## src/rtl/histeq_master_ctrl.sv

```systemverilog
// Frame sequencer for the histogram-equalisation engines: runs histogram, cdf and
// divider phases in turn with turnaround gaps, a per-phase watchdog and frame counting.
module histeq_master_ctrl #(
    parameter logic [15:0] LAST_INPUT_ADDR = 16'd4095,
    parameter int unsigned GAP_CYCLES      = 2,
    parameter logic [19:0] TIMEOUT_CYCLES  = 20'd1000000
) (
    input  logic        clock,
    input  logic        reset,
    input  logic        go,
    input  logic        abort,
    input  logic [15:0] histogram_input_mem_raddr0,
    input  logic [15:0] histogram_input_mem_raddr1,
    input  logic        histogram_computation_done,
    input  logic        cdf_done,
    input  logic        output_wt_done,
    output logic        start_histogram,
    output logic        start_cdf,
    output logic        start_divider,
    output logic        input_mem_read_finished,
    output logic [1:0]  scratch_sel,
    output logic        busy,
    output logic        frame_done,
    output logic        error,
    output logic [2:0]  phase,
    output logic [15:0] frame_count
);

    typedef enum logic [2:0] {
        S_IDLE = 3'd0,
        S_HIST = 3'd1,
        S_GAP1 = 3'd2,
        S_CDF  = 3'd3,
        S_GAP2 = 3'd4,
        S_DIV  = 3'd5,
        S_DONE = 3'd6,
        S_ERR  = 3'd7
    } state_t;

    localparam logic [3:0]  GAP_LAST  = 4'(GAP_CYCLES - 1);
    localparam logic [19:0] WDOG_LAST = TIMEOUT_CYCLES - 20'd1;

    state_t      state_q;
    state_t      state_next;
    logic [19:0] wdog_q;
    logic [3:0]  gap_q;
    logic        rd_fin_q;
    logic [15:0] frame_cnt_q;
    logic        timeout;
    logic        addr_hit;

    assign timeout  = (wdog_q == WDOG_LAST);
    assign addr_hit = (histogram_input_mem_raddr0 == LAST_INPUT_ADDR) ||
                      (histogram_input_mem_raddr1 == LAST_INPUT_ADDR);

    // abort outranks everything; a done on the timeout cycle still advances the phase
    always_comb begin
        state_next = state_q;
        if (abort) begin
            state_next = S_IDLE;
        end else begin
            case (state_q)
                S_IDLE: if (go) state_next = S_HIST;
                S_HIST: begin
                    if (histogram_computation_done) state_next = S_GAP1;
                    else if (timeout)               state_next = S_ERR;
                end
                S_GAP1: if (gap_q == GAP_LAST) state_next = S_CDF;
                S_CDF: begin
                    if (cdf_done)     state_next = S_GAP2;
                    else if (timeout) state_next = S_ERR;
                end
                S_GAP2: if (gap_q == GAP_LAST) state_next = S_DIV;
                S_DIV: begin
                    if (output_wt_done) state_next = S_DONE;
                    else if (timeout)   state_next = S_ERR;
                end
                S_DONE:  state_next = S_IDLE;
                S_ERR:   state_next = S_ERR;
                default: state_next = S_IDLE;
            endcase
        end
    end

    always_ff @(posedge clock) begin
        if (reset) begin
            state_q     <= S_IDLE;
            wdog_q      <= 20'd0;
            gap_q       <= 4'd0;
            rd_fin_q    <= 1'b0;
            frame_cnt_q <= 16'd0;
        end else begin
            state_q <= state_next;
            // both counters restart on every state change
            if (state_next != state_q) begin
                wdog_q <= 20'd0;
                gap_q  <= 4'd0;
            end else begin
                if (state_q inside {S_HIST, S_CDF, S_DIV}) wdog_q <= wdog_q + 20'd1;
                if (state_q inside {S_GAP1, S_GAP2})       gap_q  <= gap_q + 4'd1;
            end
            rd_fin_q <= (state_q == S_HIST) && (state_next == S_HIST) && (rd_fin_q || addr_hit);
            if ((state_next == S_DONE) && (state_q != S_DONE)) frame_cnt_q <= frame_cnt_q + 16'd1;
        end
    end

    assign start_histogram         = (state_q == S_HIST);
    assign start_cdf               = (state_q == S_CDF);
    assign start_divider           = (state_q == S_DIV);
    assign input_mem_read_finished = rd_fin_q;
    assign scratch_sel             = (state_q == S_HIST) ? 2'd0 :
                                     (state_q == S_CDF)  ? 2'd1 :
                                     (state_q == S_DIV)  ? 2'd2 : 2'd3;
    assign busy                    = (state_q != S_IDLE) && (state_q != S_ERR);
    assign frame_done              = (state_q == S_DONE);
    assign error                   = (state_q == S_ERR);
    assign phase                   = state_q;
    assign frame_count             = frame_cnt_q;

endmodule

```

## config.mk

```make
export PLATFORM = sky130hd
export DESIGN_NAME = histeq_master_ctrl
export DESIGN_NICKNAME = d
export VERILOG_FILES = /design/src/rtl/histeq_master_ctrl.sv
export SDC_FILE = /design/constraint.sdc
export NUM_CORES = 1
export LEC_CHECK = 0
export CORE_UTILIZATION = 46
export CTS_CLUSTER_SIZE = 8
export DETAILED_ROUTE_END_ITERATION = 7
export HOLD_SLACK_MARGIN = 0.08
export PLACE_DENSITY_LB_ADDON = 0.08
export SLEW_MARGIN = 15
export SYNTH_ARGS = -nofsm -noshare
export SYNTH_HDL_FRONTEND = slang
export SYNTH_SLANG_ARGS = --single-unit
export TNS_END_PERCENT = 1
```

## constraint.sdc

```tcl
create_clock -name clock -period 3.25 [get_ports clock]
set_clock_uncertainty 0.15 [all_clocks]
set_input_delay 0.4875 -clock clock [delete_from_list [all_inputs] [get_ports clock]]
set_output_delay 0.4875 -clock clock [all_outputs]
set_load 0.01 [all_outputs]
```

# Word level (Yosys, flattened, before mapping)
# Index checks and enable logic that the tools add are counted.
# word_totals
reg_bits,44
inputBits,39
out_inout_bits,28
elab_cells,47
# op_classes
add_sub_neg,3
eq_ne,16
mux,12
reduce_logical,11
# ops
op,count
equality test 16 x 12 -> 1 bit (second input constant),2
two-way mux 3 bit,8
one-hot mux 3 bit (8 select lines),1
adder 20 x 1 -> 20 bit (second input constant),1
equality test 20 bit (second input constant),1
adder 16 x 1 -> 16 bit (second input constant),1
equality test 3 bit (second input constant),5
equality test 3 x 1 -> 1 bit (second input constant),2
equality test 3 x 2 -> 1 bit (second input constant),2
inequality test 3 bit (second input constant),2
nonzero test 3 bit,2
adder 4 x 1 -> 4 bit (second input constant),1
equality test 4 x 1 -> 1 bit (second input constant),1
logical AND 1 bit,4
two-way mux 2 bit,2
logical NOT 3 bit,1
inequality test 3 bit,1
logical OR 1 bit,2
nonzero test 2 bit,1
OR reduction 2 bit,1
two-way mux 1 bit,1

# Depth between registers and ports, before layout
# depth
word_depth,8
ltp_mapped,10
depth_no_buf,7

# Worst setup path after synthesis
# Ideal clock, no wire load.
# synth_path
kind,flip-flop to flip-flop
start,register state_q[2] (netlist: phase[2])
end,register frame_cnt_q[7] (netlist: frame_count[7])
setup_time_ps,70
arrival_ps,2221
path_slack_ps,808
stages_incl_launch_ff,9
synth_period_minus_slack_ps,2442
cell_sequence,dfxtp_1 -> buf_2 -> nand2b_1 -> o22ai_1 -> a2bb2oi_1 -> nor3_2 -> dlygate4sd1_1 -> or4_1 -> a21oi_1
# synth_via
elab_chain_cells,6
# synth_lines
element,line_no,rtl
"start, declared",43,state_t state_q;
"start signal, assigned",93,state_q <= state_next;
two-way mux 3 bit,"66, 71, 76",
"two-way mux 3 bit, on equally long branches","75, 65, 70",
one-hot mux 3 bit (8 select lines),62,case (state_q)
two-way mux 3 bit,59,if (abort) begin
equality test 3 bit,103,if ((state_next == S_DONE) && (state_q != S_DONE)) frame_cnt_q <= frame_cnt_q + 16'd1;
logical AND 1 bit *,103,
"end signal, assigned",103,
"end, declared",48,logic [15:0] frame_cnt_q;
# Every way passes the cells marked *; elsewhere a longest branch is shown, timed or not.
# A chain may end at the register's enable or synchronous reset.

# Worst setup path after layout
# layout_path
start,input cdf_done
end,register frame_cnt_q[6] (netlist: frame_count[6])
# layout_via
elab_chain_cells,5
# layout_lines
element,line_no,rtl
"start, declared",15,"input logic cdf_done,"
two-way mux 3 bit,70,if (cdf_done) state_next = S_GAP2;
one-hot mux 3 bit (8 select lines),62,
two-way mux 3 bit,59,
equality test 3 bit,103,
logical AND 1 bit,103,
# No other way between the ends.

==> impl_metrics.ini <==
[run]
maxCapViolations = 0

[detailed_routing]
residual_drc_count = 0
route.detailed.wl_per_inst_um = 13.33
drt-total-wl_um = 5677
detailroute.via_count = 2357
detail_routed_via_count_per_cell = 5.533
detail_route.first_pass.iterations = 4
postRouteAntennaNets = 0
drt_first_iter_violations = 81

[grt]
groute.usage.overall = 0.2061
grt_antenna_before_repair = 0
global_route_wire_length_before_repair_um = 9011
grt_overflow_total = 0
maximum_number_of_pins_on_one_net_before_global_route_repair = 33
first_global_vias = 1968

[pwr]
total_power_w = 0.001012
power.leakage_nw = 1.105
power_density_nw_per_um2 = 309.2
ir_drop_mv = 0.2015

[min_path]
hp-start = frame_count[15]
timing.hold.worst_path_depth = 2
hold_path.class = reg2reg
worstHoldEndpoint = frame_count[15]

[clock_tree]
post_cts.repair.setup_buffers = 0
cts_bufs_inserted = 5
clock_path_buffers = 2
cts_repair_resize_count = 0
clock_tree.root_cell = clkbuf_8
htree_levels = 2
cts_tree = built
clkSinkCount = 44
cts.reportedPaths.clkPinSlew_ps = 80
clk-insertion-delay-late_ps = 290
hold_buffers = 0

[place]
gpl.final_weighted_congestion = 0.7519
detailedPlacementHpwl_um = 4098
placement.io_buffers = 66
detailed_place.area_um2 = 3181

[worst_setup_path]
worstPathMaxFanout = 32
reg2reg_depth = 7
critPathLaunch = cdf_done
worst-endpoint-required_ps = 3320
crit-reg2reg-capture = frame_count[6]
worst_setup_path_start_kind = input pin
worst-setup-path-type = in2reg
critical_path.endpoint_type = flip-flop
worst-endpoint-arrival_ps = 2810
r2r_slack_ps = 570
ff_to_ff_start = wdog_q[7]

[cells_and_area]
final_nets = 398
filler_cell_count = 458
layout.core_utilization = 0.6328
stdcell_area_um2 = 3273
layout-drive-gt1-share = 0.08708
area.growth.synth_to_final_pct = 31.26
antenna_cells = 0

[floorplan]
chipWidth_um = 75.63
num_rows = 26
die-height_um = 75.63
core_area_um2 = 5172
dieArea_um2 = 5719
start_util = 0.4821
ios = 67

[sta]
fmax_ghz = 0.3661
grt_setup_unrepaired = false
period_share = 0.8405
worst_hold_slack_ps = 351.1
timing.final.setup_violations = 0
transition_at_the_pin_with_the_smallest_max_transition_slack_ps = 545.4
final-max-slew-violation-count = 0
finalWorstPathRequiredPeriod_ps = 2732
timing_hold_violations_final = 0
final_layout_setup_total_negative_slack_ps = 0
slew_headroom = 0.6359

[logic_synthesis]
ys_ff_latch = 44
avgSynthCellArea_um2 = 8.540
synth_fp_nets = 335
synth-seq-area-share = 0.3532
synthArstFlopShare = 0
syn_inst = 292
synth.yosys.warnings = 0
synth.largest_area_cell = dfxtp_1
synth-edff-count = 0
ys_types = 54
synthesis.area_um2 = 2494
synth.top_cells.by_area = dfxtp_1 (35%), nor2_1 (5.4%), xor2_1 (5.3%)
ys.flop_type = dfxtp_1
synthMostInstantiatedCell = dfxtp_1
synth_top_area_share = 0.3532
synthTopCellsByCount = dfxtp_1 (44), nor2_1 (36), nand4_1 (19)

[run_status]
run_status = complete, no violations
[layer usage]
metal,vias up,part of all wire,GRT usage,wire [µm]
met5,-,0,0,0
met4,0,0.0093,0.05556,53
met3,5,0.073,0.04365,417
met2,67,0.42,0.3264,2406
met1,1079,0.49,0.2854,2800
li1,1206,-,-,-
[report_power, final]
part / internal, W / switching (W)
logic: 0.0000667 / 0.0000478
clock network: 0.000170 / 0.000184
registers: 0.000540 / 0.00000360
[state kept, by name (all words and copies together), names as in the netlist]
register                 count
gap_q                        4
input_mem_read_finished      1
wdog_q                      20
phase                        3
frame_count                 16
[worst max path at each step]
stage                     endpoint  slack (ps)
CTS                 frame_count[6]         540
global placement    frame_count[4]         320
floorplan           frame_count[7]         810
detailed placement  frame_count[6]         240
global route        frame_count[6]         380
finish              frame_count[6]         520
[area by class of cell]
class | count | area, µm² | area share
Clock buffer | 6 | 82.58 | 0.02523
Tap cell | 70 | 87.58 | 0.02676
Timing Repair Buffer | 76 | 748.2 | 0.2286
Sequential cell | 44 | 880.8 | 0.2691
Clock inverter | 2 | 10.01 | 0.003058
Multi-Input combinational cell | 224 | 1449 | 0.4427
Inverter | 4 | 15.01 | 0.004587
[per-stage QoR]
step	worst slack (ps)	cells
global placement	320.3	418
floorplan	808.4	292
detailed placement	236.2	418
global route	379.7	426
finish	518.3	426
CTS	536.1	426
[worst max-delay path: stages]
cell and delay [ps]:
clkdlybuf4s50_1 490, o21ai_0 190, nand2b_1 80, or4_4 530
a21o_1 230, buf_12 170, or4_1 470, a21oi_1 160
[placed cells by master (no fill, tap or decap), types with 2 or more instances in the layout]
master           Yosys  final
dfxtp_1             44     44
clkbuf_8             4      6
xor2_1              15     15
or4_1               14     14
nor4_1               4      4
and2_1               4      4
nor2_1              36     36
nor2b_1              2      2
a21oi_1             17     17
clkdlybuf4s50_1      0     66
o31ai_1             15     15
xnor2_1              8      8
o21ai_0              5      5
nand2_1             14     14
ha_1                 4      4
and4_2               2      2
o22ai_1              2      2
inv_1                4      4
and4_1               3      3
nand3_1             10     10
nand2b_1             5      5
clkinv_2             0      2
or4b_2               2      2
a21o_1               2      2
and3_1              10     10
buf_4                0      9
nand4b_1             2      2
nor4b_2              2      2
nor3_1               5      5
a211oi_1             2      2
nand4_1             19     19
[cell families (layout without fill, tap and decap cells)]
kind of cell,after synthesis,in the layout,synth area share
fa+ha+maj,4,4,0.02007
buf+inv,24,88,0.06572
compound gates,51,51,0.1355
mux,1,1,0.004014
simple gates,145,145,0.3407
flops,44,44,0.3532
xor+xnor,23,23,0.08079
(Power assumes the default switching activity.)
